===== src/rtl/prbs_pkg.sv =====
// Shared types and constants for the PRBS-15 checker.
package prbs_pkg;

  typedef enum logic [1:0] {IDLE, HUNT, CHECK, LOCKED} state_t;

  localparam int TAP_A = 13;
  localparam int TAP_B = 14;
  localparam int CNT_W = 16;

  function automatic logic [3:0] popcount8(input logic [7:0] v);
    logic [3:0] c;
    c = '0;
    for (int i = 0; i < 8; i++) c = c + {3'b000, v[i]};
    return c;
  endfunction

endpackage


===== src/rtl/prbs_15_expect.sv =====
// Expected-stream model: tracks the generator's word, byte lane and repeat count.
module prbs_15_expect
  import prbs_pkg::*;
(
  input  logic        clk,
  input  logic        rst_n,
  input  logic        load,
  input  logic        cfg_load,
  input  logic        adv,
  input  logic [31:0] pattern,
  input  logic [3:0]  n,
  output logic [7:0]  exp_byte
);

  logic [31:0] exp;
  logic [1:0]  byte_sel;
  logic [3:0]  rep_cnt;
  logic [3:0]  n_q;

  always_ff @(posedge clk or negedge rst_n) begin
    if (!rst_n) begin
      exp      <= '0;
      byte_sel <= '0;
      rep_cnt  <= '0;
      n_q      <= '0;
    end else begin
      if (cfg_load) n_q <= n;
      if (load) begin
        exp      <= pattern;
        byte_sel <= '0;
        rep_cnt  <= '0;
      end else if (adv) begin
        byte_sel <= byte_sel + 2'd1;
        // the word only steps once it has been repeated n_q times
        if (byte_sel == 2'd3) begin
          if (rep_cnt + 4'd1 == n_q) begin
            exp     <= {exp[30:0], exp[TAP_A] ^ exp[TAP_B]};
            rep_cnt <= '0;
          end else begin
            rep_cnt <= rep_cnt + 4'd1;
          end
        end
      end
    end
  end

  always_comb begin
    case (byte_sel)
      2'd0:    exp_byte = exp[31:24];
      2'd1:    exp_byte = exp[23:16];
      2'd2:    exp_byte = exp[15:8];
      default: exp_byte = exp[7:0];
    endcase
  end

endmodule


===== config.mk =====
export PLATFORM = sky130hd
export DESIGN_NAME = prbs_15_expect
export DESIGN_NICKNAME = d
export VERILOG_FILES = /design/src/rtl/prbs_pkg.sv /design/src/rtl/prbs_15_expect.sv
export SDC_FILE = /design/constraint.sdc
export NUM_CORES = 1
export LEC_CHECK = 0
export ABC_AREA = 1
export BUFFER_PORTS_ARGS = -buffer_cell sky130_fd_sc_hd__buf_2
export CORE_MARGIN = 3
export CORE_UTILIZATION = 28
export CTS_CLUSTER_SIZE = 14
export DETAILED_ROUTE_END_ITERATION = 8
export GPL_TIMING_DRIVEN = 0
export PLACE_DENSITY_LB_ADDON = 0.08
export SYNTH_ARGS = -nofsm -noshare
export SYNTH_HDL_FRONTEND = slang
export SYNTH_SLANG_ARGS = --single-unit

===== constraint.sdc =====
create_clock -name clk -period 3 [get_ports clk]
set_input_delay 0.15 -clock clk [delete_from_list [all_inputs] [get_ports clk]]
set_output_delay 0.15 -clock clk [all_outputs]
set_load 0.1 [all_outputs]

==> summary.md, run 1 <==
| Metric | Value |
|---|---|
| Crit Path Max Fanout | `10` |
| Share of layout cells above drive strength 1 | `~17%` |
| WP buf/inv | `2` |
| Clock-pin slew on the worst setup and hold paths | `80 ps` |
| Syn_area_per_cell | `~7.1 sq um` |
| Remaining global-route overflow | `0` |
| Worst hold path type | `in -> async` |
| DR pass1 iterations | `4` |
| Worst Skew | `approximately 4.8 ps` |
| RSZ-0062 raised after global routing | `false` |
| WL final | `7.248 mm` |
| Routed vias/inst | `~4.7` |
| Post-Syn Area | `between 0.002 and 0.0025 sq mm` |
| Post-synthesis net count | `between 300 and 400` |
| Fin area | `slightly below 0.003 sq mm` |
| FP Rows | `33` |
| DPL Wire Length | `~5.2 mm` |
| Fin nets | `roughly 450` |
| Area after DPL | `0.002819 sq mm` |
| Resize count post-CTS | `0` |
| Total setup buffers inserted after CTS | `0` |
| Switching power | `approximately 0.00077 W` |
| R2R cell count | `10` |
| Maximum vdd drop | `between 0.0002 and 0.00025 V` |
| CTS HTree Levels | `2` |
| Max Freq | `around 430 MHz` |
| Finished Layout Cells | `505` |
| CP endpoint kind | `output pin` |
| Clock Root Buffer | `clkbuf_8` |
| Total number of vias | `between 2000 and 2500` |
| Post-placement setup slack | `1030 ps` |
| Distinct cells, synth | `23` |
| Status | `finished, final reports clean` |
| Relative slew margins | `a little under a third` |
| RD Place Congestion | `0.7560` |
| Setup_tns | `0 ps` |
| Clock Latency Late Sink | `roughly 300 ps` |
| Overall die height | `99.49 microns` |
| Worst path required time | `between 2000 and 3000 ps` |
| Int Power | `0.001083 W` |
| P&R area growth vs syn | `19.68%` |
| Fillers | `around 950` |
| CP Cell Sequence | `ha_1 > clkbuf_1 > a21oi_1 > a32oi_1 > buf_2` |
| Core Region | `0.008341 sq mm` |
| Logic pwr share | `around a third` |
| Final Hold Violating Endpoints | `0` |
| Crit path depth | `5` |
| GRT Resource Usage Total | `~15%` |
| Post-route ant nets | `0` |
| Number of global-route vias before repair | `~2300` |
| Cts bufs inserted | `5` |
| Sequential cell fraction of total power | `about two fifths` |
| Final setup margin | `694.0 ps` |
| N_diodes | `0` |
| Global-route wire length before repair | `roughly 12 mm` |
| Post-synthesis cell count | `around 340` |
| WS Path Type | `reg -> out` |
| Die Footprint | `roughly 0.0099 sq mm` |
| Buffers on Ports | `48` |
| Sw frac | `a little over two fifths` |
| Register bit total from synthesis | `42` |
| Slowest stage delay, CP | `between 400 and 500 ps` |
| Largest net degree at the start of global routing | `43` |
| Measured slew at the worst slew-check pin | `approximately 1000 ps` |
| Yosys warnings | `0` |
| Starting density of the core | `roughly 30%` |
| Clock sinks | `42` |
| Data arrival, critical path | `approximately 2200 ps` |
| Sequential fraction of the synthesis area | `a little over two fifths` |
| Die X-Extent | `~100 microns` |
| Period utilisation layout | `76.87%` |
| Worst Hold Slack | `between 10 and 15 ps` |
| Clock power share | `23.5%` |
| Cells after DPL | `~500` |
| Pwr per Cell Area | `approximately 630 mW/mm^2` |
| Drt initial violations | `between 100 and 150` |
| Hold_buf cts | `0` |
| Post-layout min period | `~2300 ps` |
| Number of max-cap violations | `0` |
| Final Max Tran Viols | `0` |
| CP startpoint kind | `register` |
| Worst path top cell family by delay | `buffers and inverters` |
| Leak | `around 1.6 nW` |
| Final setup viols | `0` |
| Bufs on Longest Clock Path | `2` |
| I/O pins | `slightly below 50` |
| Drt drc | `0` |
| CTS tree | `yes` |
| Slowest cell on crit path | `buf_2` |
| Initial antenna violation count | `0` |
| Wire per inst | `14.35 microns` |
-- Yosys cell counts --
cell type	n	area (sq um)
a21oi_1	9	45.04
a221oi_1	6	52.55
a32oi_1	2	17.52
buf_1	2	7.510
buf_2	1	5.000
buf_4	3	22.52
buf_6	3	33.78
clkbuf_1	10	37.54
dfrtp_1	42	1051
ha_1	5	62.56
inv_1	26	97.59
inv_2	1	3.750
mux2_2	1	11.26
nand2_1	158	593.1
nand2_4	2	22.52
nand3_1	38	190.2
nand3_2	1	10.01
nand4_1	5	31.28
nor2_1	1	3.750
o21ai_0	25	125.1
o221ai_1	1	8.760
or2_2	1	6.260
xnor2_1	1	8.760
-- stage by stage --
stage          power [W]  util (%)
2_1_floorplan   0.001250         -
3_3_place_gp    0.001436     33.80
3_5_place_dp    0.001438     33.80
4_1_cts         0.001876     35.12
5_1_grt         0.001993     35.12
6_report        0.001858     35.12
-- power groups by stage --
stage / registers [W] / clock network, W / logic [W]
2_1_floorplan: 0.000743 / 0 / 0.000507
3_3_place_gp: 0.000783 / 0 / 0.000653
3_5_place_dp: 0.000782 / 0 / 0.000656
4_1_cts: 0.000772 / 0.000447 / 0.000657
5_1_grt: 0.000789 / 0.000481 / 0.000723
6_report: 0.000772 / 0.000437 / 0.000649
-- routing by layer --
layer | global-route usage (%) | part of all wire [%] | vias up
met3 | 2.595 | 3.3 | 8
met2 | 22.47 | 42 | 49
met4 | 4.832 | 1.7 | 0
met5 | 0 | 0 | -
met1 | 23.01 | 53 | 1100
li1 | - | - | 1216
-- cell families after synthesis --
family	count (synthesis)	share of synthesized area (%)
AND/OR/NAND/NOR	206	35.02
buffers and inverters	46	8.486
AO/OA/AOI/OAI	43	10.17
flip-flops	42	42.94
adder cells (fa/ha/maj)	5	2.556
XOR/XNOR	1	0.3579
multiplexers	1	0.4601
-- worst paths after layout --
| path | from | slack, ps | endpoint |
|---|---|---|---|
| max | byte_sel[0]$_DFFE_PN0P_ | 690 | exp_byte[6] |
| min | rst_n | 10 | exp[18]$_DFFE_PN0P_ |
| max reg2reg | rep_cnt[0]$_DFFE_PN0P_ | 1090 | exp[10]$_DFFE_PN0P_ |
| min reg2reg | exp[3]$_DFFE_PN0P_ | 480 | exp[3]$_DFFE_PN0P_ |
| max in group asynchronous | rst_n | 2340 | exp[31]$_DFFE_PN0P_ |
| min in group clk | n[2] | 60 | n_q[2]$_DFFE_PN0P_ |
-- worst register-to-register path, stage by stage (launching register included) --
cell     delay (ps)
dfrtp_1         440
ha_1            350
xnor2_1         160
nand2_1          60
nor2_1          130
nand3_2         160
nand2_4         150
nand2_4          90
buf_6           160
nand2_1          60
nand2_1          50
-- flip-flops by register name (all words and copies together) (netlist names) --
register / cells
rep_cnt: 4
exp: 32
n_q: 4
byte_sel: 2
-- layout by cell type (no fill, tap or decap) --
| master | n |
|---|---|
| nand4_1 | 5 |
| nand3_1 | 38 |
| buf_2 | 49 |
| a221oi_1 | 6 |
| a21oi_1 | 9 |
| nand2_4 | 2 |
| xnor2_1 | 1 |
| mux2_2 | 1 |
| buf_1 | 2 |
| buf_6 | 3 |
| inv_1 | 26 |
| clkbuf_8 | 8 |
| o21ai_0 | 25 |
| nor2_1 | 1 |
| o221ai_1 | 1 |
| dfrtp_1 | 42 |
| ha_1 | 5 |
| clkbuf_1 | 10 |
| inv_2 | 1 |
| or2_2 | 1 |
| a32oi_1 | 2 |
| nand3_2 | 1 |
| buf_4 | 3 |
| nand2_1 | 158 |
-- cell type report --
class / count / area, sq um / area share (%)
multi-input cells: 256 / 1189 / 40.58
flip-flops and latches: 42 / 1051 / 35.88
repair buffers: 48 / 240.2 / 8.202
well taps: 105 / 131.4 / 4.485
clock buffers: 8 / 110.1 / 3.759
plain buffers: 19 / 106.4 / 3.631
inverters: 27 / 101.3 / 3.460
Note: power is estimated with default switching activity, not from simulation.
==> inputs of run 2 (changes only) <==
==> constraint.sdc (replaced) <==
create_clock -name clk -period 2.3 [get_ports clk]
set_input_delay 0.115 -clock clk [delete_from_list [all_inputs] [get_ports clk]]
set_output_delay 0.115 -clock clk [all_outputs]
set_load 0.1 [all_outputs]
==> run 2 against run 1 <==
Net effect: the run now ends with hold timing left; final area up 3.3%; clock skew grew 3.5 ps; clock power grew 70%; cell count shrank 0.20%; non-clock buffer count down 1; worst hold slack got worse by 22 ps; critical path depth up 2; core utilization rose by 1.2 points; sequential power rose by 31%; combinational power is 38% higher; setup slack got worse by 570 ps; first-iteration DRC count down 4.7%; highest routed layer unchanged.
==> summary.md, run 2 (synthesis gave the netlist of run 1 again) <==
| Metric | Value |
|---|---|
| Post-layout min period | `about 2200 ps` |
| Cts bufs inserted | `5 (unchanged)` |
| RR Endpoint | `exp[11]$_DFFE_PN0P_` |
| Buffers on Ports | `48 (unchanged)` |
| RD Place Congestion | `0.7782 (+2.9%)` |
| Total setup buffers inserted after CTS | `0 (unchanged)` |
| Number of global-route vias before repair | `2390 (+5.3%)` |
| Leak | `1.608 nW (+1.4%)` |
| Worst Hold Slack | `-8.001 ps (-21.51 ps)` |
| Failing checks | `hold timing` |
| Die Footprint | `0.009898 sq mm (unchanged)` |
| Routed vias/inst | `4.776 (+1.6%)` |
| Most frequent cells in the layout | `158 x nand2_1, 42 x buf_2, 42 x dfrtp_1, 38 x nand3_1, 26 x inv_1` |
| R2R cell count | `10 (unchanged)` |
| Status | `finished, violations left` |
| Biggest registers after layout | `exp (32), n_q (4), rep_cnt (4)` |
| Core Region | `0.008341 sq mm (unchanged)` |
| Clock-pin slew on the worst setup and hold paths | `90 ps (about the same)` |
| Remaining global-route overflow | `0 (unchanged)` |
| Initial antenna violation count | `0 (unchanged)` |
| Final Max Tran Viols | `0 (unchanged)` |
| Worst Skew | `8.312 ps (+3.530 ps)` |
| WS Path Type | `reg -> out` |
| Share of layout cells above drive strength 1 | `20.05% (+2.8 points)` |
| Pwr per Cell Area | `872.2 mW/mm^2 (+37%)` |
| Clock sinks | `42 (unchanged)` |
| Max Freq | `~460 MHz` |
| Top reg by flops | `exp` |
| Fillers | `938 (-1.2%)` |
| Starting density of the core | `29.34% (unchanged)` |
| N_diodes | `0 (unchanged)` |
| CP startpoint kind | `register` |
| Data arrival, critical path | `2060 ps (-100 ps)` |
| Crit Path Max Fanout | `6 (-4)` |
| Bufs on Longest Clock Path | `2 (unchanged)` |
| Wire per inst | `14.41 microns (+0.42%)` |
| Measured slew at the worst slew-check pin | `1039 ps (+16.27 ps)` |
| Post-route ant nets | `0 (unchanged)` |
| RSZ-0062 raised after global routing | `true` |
| Core Util, Final | `36.29% (+1.2 points)` |
| Drt initial violations | `122 (-4.7%)` |
| Total number of vias | `2407 (+1.4%)` |
| Multi-input logic area | `0.001239 sq mm (+4.2%)` |
| CTS HTree Levels | `2 (unchanged)` |
| Largest net degree at the start of global routing | `43 (unchanged)` |
| Clock Latency Late Sink | `300 ps (about the same)` |
| Maximum vdd drop | `0.0003825 V (+88%)` |
| GRT Resource Usage Total | `15.62% (+0.25 points)` |
| FF-to-FF Start | `rep_cnt[0]$_DFFE_PN0P_` |
| Worst hold path type | `in -> async` |
| Clock Root Buffer | `clkbuf_8` |
| Reg2reg setup slack | `410 ps (-680 ps)` |
| DPL Wire Length | `5.270 mm (+0.43%)` |
| Fin nets | `444 (-0.22%)` |
| Die X-Extent | `99.49 microns (unchanged)` |
| Period utilisation layout | `between 90% and 100%` |
| Overall die height | `99.49 microns (unchanged)` |
| I/O pins | `49 (unchanged)` |
| Relative slew margins | `30.74% (-1.1 points)` |
| FP Rows | `33 (unchanged)` |
| Largest register FFs | `32 (unchanged)` |
| DR pass1 iterations | `6 (+2)` |
| Drt drc | `0 (unchanged)` |
| Global-route wire length before repair | `12.10 mm (+0.46%)` |
| Register area | `0.001051 sq mm (unchanged)` |
| Final setup viols | `0 (unchanged)` |
| PnR Total Power | `0.002640 W (+42%)` |
| Most common cell after layout, fill and taps aside | `nand2_1` |
| CTS tree | `yes` |
| CP endpoint kind | `output pin` |
| WL final | `7.264 mm (+0.22%)` |
| P&R area growth vs syn | `23.67%` |
| Hold_buf cts | `0 (unchanged)` |
| Final Hold Violating Endpoints | `3 (+3)` |
| Worst path required time | `2180 ps (-670 ps)` |
| Number of max-cap violations | `0 (unchanged)` |
## run 2: worst max-delay path by stage
stage	startpoint	to	slack [ps]	cells past startpoint
detailed placement	byte_sel[0]$_DFFE_PN0P_	exp_byte[5]	160	5
CTS	byte_sel[0]$_DFFE_PN0P_	exp_byte[6]	40	6
global route	byte_sel[1]$_DFFE_PN0P_	exp_byte[7]	-10	6
finish	byte_sel[0]$_DFFE_PN0P_	exp_byte[2]	130	7
floorplan	byte_sel[0]$_DFFE_PN0P_	exp_byte[5]	180	4
global placement	byte_sel[0]$_DFFE_PN0P_	exp_byte[5]	220	5
## run 2: cell type report
class	count	area share, %
multi-input cells	256	40.93
flip-flops and latches	42	34.73
repair buffers	48	8.516
well taps	105	4.341
plain buffers	18	3.431
inverters	27	3.348
clock buffers	6	2.728
clock inverters	2	1.984
## run 2: layer usage
metal / GRT usage, % / routed length [microns]
met1: 22.09 / 3390
met2: 24.64 / 3427
met3: 3.226 / 376
met4: 3.466 / 69
met5: 0 / 0
## run 2: power by group
part           switching [W]  internal [W]
sequential          0.000126      0.000879
clock               0.000277      0.000464
combinational       0.000634      0.000259
## run 2: repair_timing
| item | CTS | global route |
|---|---|---|
| gates resized for setup | 1 | 9 |
| hold endpoints to repair | 0 | 0 |
| endpoints found under the setup margin | 2 | 8 |
## run 2: stage by stage
step / TNS, ps / setup WS [ps] / instances / hold slack [ps] / area (sq um)
2_1_floorplan: 0 / 176.4 / 344 / -180.6 / 2485
3_3_place_gp: 0 / 219.4 / 497 / 321.0 / 2856
3_5_place_dp: 0 / 162.9 / 497 / 328.3 / 2856
4_1_cts: 0 / 41.81 / 505 / 6.010 / 3000
5_1_grt: -17.62 / -11.34 / 504 / 15.76 / 3027
6_report: 0 / 127.0 / 504 / -8.001 / 3027
## run 2: critical path: stages, from the launching register on
cell	delay (ps)
dfrtp_1	400
inv_1	100
ha_1	250
inv_1	130
o21ai_0	120
a221oi_1	400
a21oi_2	50
clkbuf_4	300
